**config.mk**
```make
export PLATFORM = sky130hd
export DESIGN_NAME = fp_mul_result_stage
export DESIGN_NICKNAME = d
export VERILOG_FILES = /design/src/rtl/fp_mul_result_stage.sv
export SDC_FILE = /design/constraint.sdc
export NUM_CORES = 1
export LEC_CHECK = 0
export CORE_MARGIN = 2
export CORE_UTILIZATION = 35
export DETAILED_ROUTE_END_ITERATION = 8
export HOLD_SLACK_MARGIN = 0.1
export PLACE_DENSITY = 0.71
export REMOVE_ABC_BUFFERS = 1
export SETUP_SLACK_MARGIN = 0.05
export SKIP_LAST_GASP = 1
export SLEW_MARGIN = 15
export SYNTH_ARGS = -nofsm -noshare
export SYNTH_HDL_FRONTEND = slang
export SYNTH_SLANG_ARGS = --single-unit
```
**constraint.sdc**
```tcl
create_clock -name clk -period 5.8 [get_ports clk]
set_clock_uncertainty 0.2 [all_clocks]
set_input_delay 1.16 -clock clk [delete_from_list [all_inputs] [get_ports clk]]
set_output_delay 1.16 -clock clk [all_outputs]
set_load 0.005 [all_outputs]
```
**src/rtl/fp_mul_result_stage.sv**
```systemverilog
//==============================================================================
// Module      : fp_mul_result_stage
// Description : Registered IEEE-754 single-precision multiplier result stage.
//               Applies NaN/Inf/zero/overflow/underflow handling, valid/ready
//               output register, sticky exception flags and a delivery count.
// Revision    : 1.0 - initial release
//==============================================================================
`default_nettype none

module fp_mul_result_stage #(
    parameter int FLAG_W = 5,
    parameter int CNT_W  = 16
) (
    input  logic              clk,
    input  logic              rst_n,
    input  logic              in_valid,
    output logic              in_ready,
    input  logic [31:0]       in_a,
    input  logic [31:0]       in_b,
    input  logic [31:0]       in_result,
    output logic              out_valid,
    input  logic              out_ready,
    output logic [31:0]       out_result,
    output logic [FLAG_W-1:0] out_flags,
    output logic [FLAG_W-1:0] sticky_flags,
    input  logic              flags_clr,
    output logic [CNT_W-1:0]  op_count
);

    localparam int c_invalid_bit   = 4;
    localparam int c_inf_bit       = 3;
    localparam int c_overflow_bit  = 2;
    localparam int c_underflow_bit = 1;
    localparam int c_zero_bit      = 0;

    localparam logic [31:0] c_qnan = 32'h7FC0_0000;

    // Operand classification
    logic [7:0] w_a_exp, w_b_exp;
    logic       w_a_man_nz, w_b_man_nz;
    logic       w_a_nan, w_b_nan, w_a_inf, w_b_inf, w_a_zero, w_b_zero;
    logic [7:0] w_a_ee, w_b_ee;
    logic [8:0] w_exp_sum;
    logic       w_sign;
    logic [7:0] w_res_exp;

    assign w_a_exp    = in_a[30:23];
    assign w_b_exp    = in_b[30:23];
    assign w_a_man_nz = |in_a[22:0];
    assign w_b_man_nz = |in_b[22:0];

    assign w_a_nan  = (w_a_exp == 8'hFF) &&  w_a_man_nz;
    assign w_b_nan  = (w_b_exp == 8'hFF) &&  w_b_man_nz;
    assign w_a_inf  = (w_a_exp == 8'hFF) && !w_a_man_nz;
    assign w_b_inf  = (w_b_exp == 8'hFF) && !w_b_man_nz;
    assign w_a_zero = (w_a_exp == 8'h00) && !w_a_man_nz;
    assign w_b_zero = (w_b_exp == 8'h00) && !w_b_man_nz;

    // Denormals carry an effective exponent of 1
    assign w_a_ee    = (w_a_exp == 8'h00) ? 8'd1 : w_a_exp;
    assign w_b_ee    = (w_b_exp == 8'h00) ? 8'd1 : w_b_exp;
    assign w_exp_sum = {1'b0, w_a_ee} + {1'b0, w_b_ee};
    assign w_sign    = in_a[31] ^ in_b[31];
    assign w_res_exp = in_result[30:23];

    logic [31:0]       w_res;
    logic [FLAG_W-1:0] w_flags;

    always_comb begin
        w_res   = in_result;
        w_flags = '0;
        if (w_a_nan || w_b_nan || (w_a_inf && w_b_zero) || (w_b_inf && w_a_zero)) begin
            w_res                  = c_qnan;
            w_flags[c_invalid_bit] = 1'b1;
        end else if (w_a_inf || w_b_inf) begin
            w_res              = {w_sign, 8'hFF, 23'h0};
            w_flags[c_inf_bit] = 1'b1;
        end else if (w_a_zero || w_b_zero) begin
            w_res               = {w_sign, 31'h0};
            w_flags[c_zero_bit] = 1'b1;
        end else if ((w_exp_sum >= 9'd382) ||
                     ((w_exp_sum == 9'd381) && (w_res_exp == 8'hFF))) begin
            w_res                   = {w_sign, 8'hFF, 23'h0};
            w_flags[c_overflow_bit] = 1'b1;
            w_flags[c_inf_bit]      = 1'b1;
        end else if ((w_exp_sum <= 9'd126) ||
                     ((w_exp_sum == 9'd127) && (w_res_exp == 8'h00))) begin
            w_res                    = {w_sign, 31'h0};
            w_flags[c_underflow_bit] = 1'b1;
            w_flags[c_zero_bit]      = 1'b1;
        end
    end

    // Output register and bookkeeping
    logic              r_valid;
    logic [31:0]       r_result;
    logic [FLAG_W-1:0] r_flags;
    logic [FLAG_W-1:0] r_sticky;
    logic [CNT_W-1:0]  r_count;
    logic              w_accept;
    logic              w_xfer;

    assign in_ready = !r_valid || out_ready;
    assign w_accept = in_valid && in_ready;
    assign w_xfer   = r_valid && out_ready;

    always_ff @(posedge clk or negedge rst_n) begin
        if (!rst_n) begin
            r_valid  <= 1'b0;
            r_result <= '0;
            r_flags  <= '0;
            r_sticky <= '0;
            r_count  <= '0;
        end else begin
            if (w_accept) begin
                r_valid  <= 1'b1;
                r_result <= w_res;
                r_flags  <= w_flags;
            end else if (w_xfer) begin
                r_valid <= 1'b0;
            end
            // A clear in the same cycle as a transfer keeps that transfer's flags
            r_sticky <= (flags_clr ? '0 : r_sticky) | (w_xfer ? r_flags : '0);
            if (w_xfer) begin
                r_count <= r_count + CNT_W'(1);
            end
        end
    end

    assign out_valid    = r_valid;
    assign out_result   = r_result;
    assign out_flags    = r_flags;
    assign sticky_flags = r_sticky;
    assign op_count     = r_count;

endmodule

`default_nettype wire

```
---- Word level (Yosys, flattened, before mapping) ----
Index checks and enable logic that the tools add are counted.
W data, S select, Z words.
word-level totals
  flip-flop bits (word level) ............. 59
  bits of input ports ..................... 101
  logic and storage cells ................. 65
cells by class
  add/subtract/negate cells ............... 2
  $lt $le $gt $ge ......................... 2
  eq/ne operators ......................... 5
  muxes and demuxes ....................... 20
  bitwise logic cells ..................... 2
  reduce and logical (&&, ||, !) cells .... 29
operator list
  cell                     count
  $mux W32                 5
  $reduce_or A23 Y1        2
  $eq A8 B8 Y1 const B     3
  $logic_not A8 Y1         3
  $add A16 B1 Y16 const B  1
  $mux W8                  2
  $logic_and A1 B1 Y1      12
  $mux W5                  2
  $add A8 B8 Y9            1
  $eq A9 B7 Y1 const B     1
  $eq A9 B9 Y1 const B     1
  $ge A9 B9 Y1 const B     1
  $le A9 B7 Y1 const B     1
  $logic_or A1 B1 Y1       8
  $mux W2                  3
  $mux W3                  2
  $mux W1                  5
  $or A5 B5 Y5             1
  $mux W4                  1
  $logic_not A1 Y1         3
  $reduce_bool A2 Y1       1
  $xor A1 B1 Y1            1

---- Longest topological paths before layout ----
Gate-level depths: netlist of the first run.
  depth after elaboration ................. 11
  gate-level depth with buffers ........... 14
  depth with buffers taken out ............ 13

---- Least setup slack after synthesis of the first run ----
No wires, ideal clock.
  kind .................................... in2reg
  start ................................... input in_a[23]
  end ..................................... register r_result[10] (netlist: out_result[10])
  setup time .............................. 0.065 ns
  arrival time ............................ 3.892 ns
  required time ........................... 5.535 ns
  path slack .............................. 1.642 ns
  stages .................................. 14
  path buffers ............................ 1
  cells stage by stage .................... nor4_1 nand2_1 nand2b_1 ha_1 inv_1 fa_1 nand2b_1 a21oi_1 o21ai_1 or4b_4 o211ai_4 nor3b_4 buf_6 a22o_1
between the ends
  longest elaborated chain between the ends .. 11
  elaborated cells between the ends (all ways) .. 27
RTL lines
  item                                                                    RTL line  RTL
  start: declaration                                                      18        input logic [31:0] in_a,
  parallel branches: the longest is 10 deep, another holds $add A8 B8 Y9  -
  $mux W32 (*)                                                            72        if (w_a_nan || w_b_nan || (w_a_inf && w_b_zero) || (w_b_inf && w_a_zero)) begin
  end signal: assignment                                                  117       r_result <= w_res;
  end: declaration                                                        96        logic [31:0] r_result;
Every way passes the cells marked *.
A chain may end at the register's enable or synchronous reset.

---- Final worst setup path of the first run ----
  start ................................... input in_a[28]
  end ..................................... register r_result[15] (netlist: out_result[15])
Same word-level chain as after synthesis.

==> impl_metrics.ini, run 1 <==
[synth]
synth.avg_cell_area_um2 = 10.09
yosysSeqAreaShare_pct = 47.99
synth-seq-cells = 59
ys_types = 48
synth_top_family_by_area = simple AND/OR/NAND/NOR gates
ys_warn_count = 0
synth_simple_gate_area_share_pct = 20.70
syn_inst = 305
synth_edf_count = 0
async_flop_share_pct = 100.0
netlist_area_um2 = 3077
synth-adder-area-share_pct = 4.311
synthMuxAreaShare_pct = 0.6913
synth_compound_area_share_pct = 16.14
ys.flop_type = dfrtp_1
synth-xor-area-share_pct = 5.653

[routing]
detail-route-antenna-nets = 0
drt-wirelength-per-cell_um = 15.71
drc = 0
avgViaCountPerCell = 5.214
met2_wirelength_um = 4521
maxUsedRoutingLayer = met4
first_pass_iters = 4
wl_um = 8973
wl_met3_um = 621
wl_met1_um = 3615
dr.first_iter.drc_count = 86
vias = 2977

[place]
port_buffers = 160
routabilityCongestion = 0.8264
dp_hpwl_um = 7233
placed_area_um2 = 4730

[sta]
clock.fmax_mhz = 215.4
rsz0062_at_grt = false
hold_violations = 0
holdWs_ns = 0.2834
min_period_over_period_pct = 80.04
report.final.setup_viol = 0
drv_slew = 0
finalCriticalPeriod_ns = 4.643
tightest_slew_ns = 0.7299
max_slew_margin_pct = 51.34
setup_tns_ns = 0

[die]
start_util_pct = 35.63
io_pins = 161
die_h_um = 97.76
rows = 34
die_width_um = 97.76
dieArea_um2 = 9557
core_um2 = 8636

[global_routing]
grt_first_pass_wirelength_um = 14700
grt_max_degree = 60
grt_usage_pct = 19.34
grt-ovfl-total = 0
antenna_found_initial = 0
grt_pass1_vias = 3054

[critical_path]
cp.required_ns = 5.87
cpPeakStageDelay_ns = 0.57
path_class = in -> reg
worst_path_most_repeated_cell = nand2b_1
worst_setup_path_end_kind = register
critical_path_arrival_ns = 4.71
cp_num_buf_inv = 3
cpMaxStageDelayCell = or4b_4
crit_chain = clkdlybuf4s50_1 -> nor4_1 -> nand2_1 -> nand2b_1 -> ha_1 -> inv_1 -> fa_1 -> nand2b_1 -> a21oi_1 -> o21ai_1 -> or4b_4 -> o211ai_4 -> nor3b_4 -> buf_4 -> a22o_1
critical-path-top-delay-family = simple AND/OR/NAND/NOR gates
cp_max_fo = 22
start_kind = primary input

[cts]
clock-root-buffer = clkbuf_8
cts_tree = built
cts_made_buffers = 9
htreeDepth = 3
cts.path.max_buffers = 2
cts_resized = 0
path_clk_slew_ns = 0.07
clkSinkCount = 59
ctsHoldBuffers = 0
cts_setup_buffers = 0
insertion_delay_ns = 0.33

[finish]
final_util_pct = 57.10
layout-drive-gt1-share_pct = 7.127
final_nets = 569
design_area_um2 = 4931
antenna_cells = 0
area_delta_synth_final_pct = 60.27
mostFrequentLayoutCells = clkdlybuf4s50_1, dfrtp_1, nor2_1, nand2_1, a22o_1
mostFrequentLayoutCell = clkdlybuf4s50_1

[run]
max_cap_viol_count = 0

[power]
powerDensity_nw_per_um2 = 274.6
power.leakage_nw = 2.000
ir_worst_vdd_v = 0.00009951

[worst_hold_path]
hold_class = reg -> reg

[status]
status = finished, final reports clean
## per-stage QoR
| stage | std cells | worst slack (ns) | total power, mW |
|---|---|---|---|
| finish | 571 | 1.157 | 1.354 |
| global route | 571 | 0.9187 | 1.429 |
| CTS | 571 | 1.173 | 1.368 |
| detailed placement | 555 | 0.8386 | 0.9907 |
| global placement | 555 | 0.8839 | 0.9803 |
| floorplan | 284 | 1.415 | 0.7045 |
## flip-flops by register name, indices dropped and copies added, names as in the netlist
name          flops
op_count         16
sticky_flags      5
out_flags         5
out_valid         1
out_result       32
## where the power goes
part | leakage [nW] | switching [mW] | internal (mW)
Clock | 0.0987 | 0.166 | 0.210
Combinational | 1.14 | 0.154 | 0.273
Sequential | 0.758 | 0.0638 | 0.488
## worst register-to-register path, cell delays in order, from the launching register on
cell and delay [ns]:
dfrtp_1 0.40, nand2b_1 0.18, nand2_1 0.14, nor3_1 0.38, o221ai_4 0.25, nor3b_4 0.22
buf_4 0.28, a22o_1 0.18
## final cells by class
cell class	instances	area (um^2)
Clock buffer	10	137.6
Clock inverter	6	63.81
Fill cell	771	3705
Inverter	10	37.54
Multi-Input combinational cell	215	1461
Sequential cell	59	1476
Tap cell	108	135.1
Timing Repair Buffer	163	1619
## final timing paths
path,startpoint,endpoint,slack [ns],cells past startpoint
min in group asynchronous,rst_n,out_result[4],0.77,2
hold reg to reg,op_count[15],op_count[15],0.28,1
hold / removal,op_count[15],op_count[15],0.28,1
max in group asynchronous,rst_n,out_flags[3],4.14,2
setup / recovery,in_a[28],out_result[15],1.16,15
setup reg to reg,out_valid,out_result[15],3.50,7
## cells in the mapped netlist (3+ instances only)
library cell / number / area share (%)
inv_1: 10 / 1.2
ha_1: 9 / 3.7
o21ai_0: 9 / 1.5
and2_1: 3 / 0.61
clkbuf_1: 18 / 2.2
nor2_1: 28 / 3.4
xnor2_1: 14 / 4.0
buf_6: 3 / 1.1
nor4_1: 16 / 3.3
nand2_1: 25 / 3.1
nor3_1: 16 / 2.6
nand3_1: 9 / 1.5
nand2b_1: 5 / 1.0
o31ai_1: 5 / 1.2
o21a_1: 4 / 0.98
a22o_1: 22 / 6.3
a21oi_1: 6 / 0.98
nand4_1: 12 / 2.4
xor2_1: 4 / 1.1
dfrtp_1: 59 / 48
## layer usage
| layer | up-vias | global-route usage (%) |
|---|---|---|
| li1 | 1419 | - |
| met1 | 1393 | 22.67 |
| met2 | 146 | 33.63 |
| met3 | 19 | 5.798 |
| met4 | 0 | 7.051 |
| met5 | - | 0 |
## logic make-up (layout without fill, tap and decap cells)
family | Yosys count | after routing
adders and majority gates | 10 | 10
buffers and inverters | 31 | 189
muxes | 2 | 2
and+or+nand+nor | 123 | 123
xor gates and xnor gates | 19 | 19
AOI/OAI and AO/OA | 61 | 61
DFF | 59 | 59
Note: power is estimated with default switching activity, not from simulation.
==> run 2: changes to the inputs <==
--- a/config.mk
+++ b/config.mk
@@ -9,7 +9,7 @@
 export CORE_UTILIZATION = 35
 export DETAILED_ROUTE_END_ITERATION = 8
 export HOLD_SLACK_MARGIN = 0.1
-export PLACE_DENSITY = 0.71
+export PLACE_DENSITY = 0.74
 export REMOVE_ABC_BUFFERS = 1
 export SETUP_SLACK_MARGIN = 0.05
 export SKIP_LAST_GASP = 1
==> constraint.sdc (replaced) <==
create_clock -name clk -period 4.1 [get_ports clk]
set_clock_uncertainty 0.2 [all_clocks]
set_input_delay 0.82 -clock clk [delete_from_list [all_inputs] [get_ports clk]]
set_output_delay 0.82 -clock clk [all_outputs]
set_load 0.005 [all_outputs]
==> impl_metrics.ini, run 2 (synthesis gave the netlist of run 1 again) <==
[finish]
n_fill_cell = 751
final_util_pct = 60.50
final_nets = 597
largest_reg_flops = 32
layout-drive-gt1-share_pct = 13.44
mostFrequentLayoutCell = clkdlybuf4s50_1
fin_cells = 599
area_delta_synth_final_pct = 69.83
antenna_cells = 0
design_area_um2 = 5225
mostFrequentLayoutCells = clkdlybuf4s50_1, dfrtp_1, nor2_1, buf_4, nand2_1

[global_routing]
grt_usage_pct = 18.71
grt_max_degree = 33
grt_first_pass_wirelength_um = 14430
grt_pass1_vias = 3068
grt-ovfl-total = 0
antenna_found_initial = 0

[cts]
clock-root-buffer = clkbuf_8
htreeDepth = 3
ctsHoldBuffers = 0
path_clk_slew_ns = 0.08
insertion_delay_ns = 0.33
cts_tree = built
cts_made_buffers = 9
clkSinkCount = 59
cts.path.max_buffers = 2

[die]
die_h_um = 97.76
core_um2 = 8636
start_util_pct = 35.63
die_width_um = 97.76
io_pins = 161
dieArea_um2 = 9557
rows = 34

[routing]
drc = 0
wl_um = 9152
drt-wirelength-per-cell_um = 15.28
dr.first_iter.drc_count = 75
vias = 3082
first_pass_iters = 4
avgViaCountPerCell = 5.145
detail-route-antenna-nets = 0

[power]
power.leakage_nw = 2.155
powerDensity_nw_per_um2 = 385.2
p_total_mw = 2.013
ir_worst_vdd_v = 0.0001525

[sta]
rsz0062_at_grt = true
drv_slew = 0
tightest_slew_ns = 0.6015
finalCriticalPeriod_ns = 3.952
clock.fmax_mhz = 253.0
hold_violations = 0
min_period_over_period_pct = 96.40
max_slew_margin_pct = 59.90
report.final.setup_viol = 0

[critical_path]
cp.required_ns = 4.16
path_class = in -> reg
start_kind = primary input
cp_max_fo = 11
worst_setup_path_end_kind = register
critical_path_arrival_ns = 4.02

[status]
status = finished, final reports clean

[place]
placed_area_um2 = 4922
placedCellCount = 579
port_buffers = 160
routabilityCongestion = 0.8441
dp_hpwl_um = 7382

[run]
max_cap_viol_count = 0

[worst_hold_path]
hold_class = in -> async
==> run 2: power by group <==
| part | switching [mW] | internal (mW) | leakage, nW | total (mW) |
|---|---|---|---|---|
| Combinational | 0.229 | 0.419 | 1.30 | 0.647 |
| Sequential | 0.0919 | 0.690 | 0.758 | 0.782 |
| Clock | 0.239 | 0.345 | 0.102 | 0.583 |
| Total | 0.559 | 1.45 | 2.16 | 2.01 |
==> run 2: repair_timing <==
action / CTS / global route
endpoints found under the setup margin: 0 / 35
setup buffers: 0 / 2
gates resized for setup: 0 / 6
==> run 2: per-stage QoR <==
stage	setup WS (ns)	hold slack (ns)	TNS (ns)
floorplan	0.05533	0.2682	0
global placement	-0.2073	0.2637	-6.244
detailed placement	-0.2964	0.2859	-9.155
CTS	0.06955	0.2894	0
global route	0.03098	0.3188	0
finish	0.1477	0.2833	0
==> run 2: path summary, 6_finish.rpt <==
check | start | end | slack, ns | depth (start not counted)
worst max-delay path | in_a[28] | out_result[1] | 0.15 | 16
worst min-delay path | rst_n | out_result[11] | 0.28 | 1
worst max register to register | out_valid | out_result[1] | 1.85 | 8
worst min register to register | op_count[15] | op_count[15] | 0.30 | 1
max in group asynchronous | rst_n | sticky_flags[3] | 2.57 | 2
min in group clk | op_count[15] | op_count[15] | 0.30 | 1
==> run 2: per-layer routing <==
layer  global-route usage (%)  vias up  part of all wire (%)  wire (um)
li1                         -     1474                     -          -
met1                    21.82     1446                    39       3594
met2                    33.74      150                    52       4800
met3                    5.011       12                   6.8        620
met4                    5.556        0                   1.5        136
met5                        0        -                     0          0
==> run 2: worst max-delay path: stages <==
cell             delay (ns)
clkdlybuf4s50_1        0.44
nor4_1                 0.30
nand2_1                0.13
nand2b_1               0.10
ha_2                   0.17
inv_1                  0.05
fa_2                   0.34
nand2b_4               0.15
a21oi_1                0.12
o21ai_1                0.07
or4b_4                 0.53
o211ai_4               0.18
nor3b_4                0.20
buf_6                  0.15
buf_12                 0.13
a22o_1                 0.13
==> run 2: cell type report <==
type / instances / area, um^2 / area share [%]
Clock inverter: 7 / 100.1 / 1.916
Multi-Input combinational cell: 215 / 1485 / 28.42
Clock buffer: 9 / 123.9 / 2.371
Timing Repair Buffer: 191 / 1867 / 35.73
Tap cell: 108 / 135.1 / 2.586
Inverter: 10 / 37.54 / 0.7184
Sequential cell: 59 / 1476 / 28.26
==> run 3: changes to the inputs <==
--- a/config.mk
+++ b/config.mk
@@ -7,9 +7,11 @@
 export LEC_CHECK = 0
 export CORE_MARGIN = 2
 export CORE_UTILIZATION = 35
+export CTS_CLUSTER_DIAMETER = 50
 export DETAILED_ROUTE_END_ITERATION = 8
+export DONT_BUFFER_PORTS = 1
 export HOLD_SLACK_MARGIN = 0.1
-export PLACE_DENSITY = 0.74
+export PLACE_DENSITY = 0.5
 export REMOVE_ABC_BUFFERS = 1
 export SETUP_SLACK_MARGIN = 0.05
 export SKIP_LAST_GASP = 1
==> impl_metrics.ini, run 3 (synthesis gave the netlist of run 1 again) <==
[finish]
antenna_cells = 0
n_fill_cell = 847
largest_reg_flops = 32
multiInputGateArea_um2 = 1461
mostFrequentLayoutCell = dfrtp_1
area_delta_synth_final_pct = 9.597
layout-drive-gt1-share_pct = 10.86
fin_cells = 412
mostFrequentLayoutCells = dfrtp_1, nor2_1, nand2_1, a22o_1
regArea_um2 = 1476
final_nets = 411

[routing]
detail-route-antenna-nets = 0
wl_um = 8122
first_pass_iters = 4
drc = 0
drt-wirelength-per-cell_um = 19.71
dr.first_iter.drc_count = 52
avgViaCountPerCell = 5.692
vias = 2345

[critical_path]
cp.required_ns = 4.17
cp_num_buf_inv = 2
crit_chain = nor4_1 -> nand2_1 -> nand2b_1 -> ha_1 -> inv_1 -> fa_1 -> nand2b_1 -> a21oi_1 -> o21ai_1 -> or4b_4 -> o211ai_4 -> nor3b_4 -> buf_12 -> a22o_1
rr_endpoint = out_result[21]
critical-path-top-delay-family = simple AND/OR/NAND/NOR gates
cpMaxStageDelayCell = or4b_4
cp_max_fo = 22
worst_setup_path_end_kind = register
critical_path_arrival_ns = 3.75
worst_path_most_repeated_cell = nand2b_1
r2r_slack_ns = 1.89
start_kind = primary input
rr_worst_depth = 7
cpPeakStageDelay_ns = 0.57
rr_startpoint = out_valid
path_class = in -> reg

[sta]
drv_slew = 0
holdWs_ns = 0.1521
tightest_slew_ns = 0.5154
max_slew_margin_pct = 65.38
clock.fmax_mhz = 271.4
hold_violations = 0
setup_tns_ns = 0
rsz0062_at_grt = false
min_period_over_period_pct = 89.86
finalCriticalPeriod_ns = 3.684
report.final.setup_viol = 0

[cts]
htreeDepth = 3
clkSinkCount = 59
clock-root-buffer = clkbuf_8
insertion_delay_ns = 0.33
cts_resized = 0
path_clk_slew_ns = 0.07
cts_made_buffers = 9
cts.path.max_buffers = 2
cts_tree = built

[place]
routabilityCongestion = 0.8645
dp_hpwl_um = 6259
placedCellCount = 396
port_buffers = 0

[die]
start_util_pct = 35.63
die_width_um = 97.76
io_pins = 161
dieArea_um2 = 9557
core_um2 = 8636
rows = 34
die_h_um = 97.76

[status]
status = finished, final reports clean

[power]
powerDensity_nw_per_um2 = 476.7
power.leakage_nw = 1.413
p_total_mw = 1.607
ir_worst_vdd_v = 0.0002396

[global_routing]
grt_first_pass_wirelength_um = 12880
grt_pass1_vias = 2470
grt_usage_pct = 17.28
antenna_found_initial = 0
grt-ovfl-total = 0
grt_max_degree = 60

[worst_hold_path]
hold_class = in -> async

[run]
max_cap_viol_count = 0
-- run 3: worst max-delay path by stage --
stage / start / to / cells past startpoint
4_1_cts: in_a[27] / out_result[15] / 14
3_5_place_dp: in_a[27] / out_result[7] / 14
2_1_floorplan: in_a[23] / out_result[0] / 13
3_3_place_gp: in_a[27] / out_result[18] / 14
5_1_grt: in_a[27] / out_result[2] / 14
6_report: in_a[27] / out_result[21] / 14
-- run 3: layer usage --
| metal | track usage [%] | vias up | share of wire [%] |
|---|---|---|---|
| met5 | 0 | - | 0 |
| met2 | 29.66 | 119 | 51 |
| met1 | 19.64 | 1118 | 39 |
| met3 | 7.015 | 10 | 7.3 |
| li1 | - | 1098 | - |
| met4 | 5.769 | 0 | 2.2 |
-- run 3: power by group --
group	leakage [nW]	internal, mW	total, mW	switching [mW]
Sequential	0.758	0.691	0.815	0.124
Clock	0.102	0.291	0.518	0.227
Combinational	0.553	0.138	0.274	0.136
-- run 3: final cells by class --
cell class | instances | area share, %
flip-flops and latches | 59 | 43.78
clock inverters | 5 | 1.596
inverters | 10 | 1.113
clock buffers | 10 | 4.082
repair buffers | 5 | 2.078
multi-input cells | 215 | 43.34
well taps | 108 | 4.007
-- run 3: timing repair --
action / CTS / global route
hold endpoints to repair: 59 / 0
buffers inserted: 0 / 0
endpoints found under the setup margin: 0 / 0
hold buffers: 1 / 0
-- run 3: through the flow --
stage               util, %  setup slack (ns)  area, um^2
global route          39.05            0.1974        3372
finish                39.05            0.4156        3372
CTS                   39.05            0.4078        3372
detailed placement    36.51           0.04424        3153
global placement      36.51            0.1138        3153
floorplan                 -           0.05533        2975
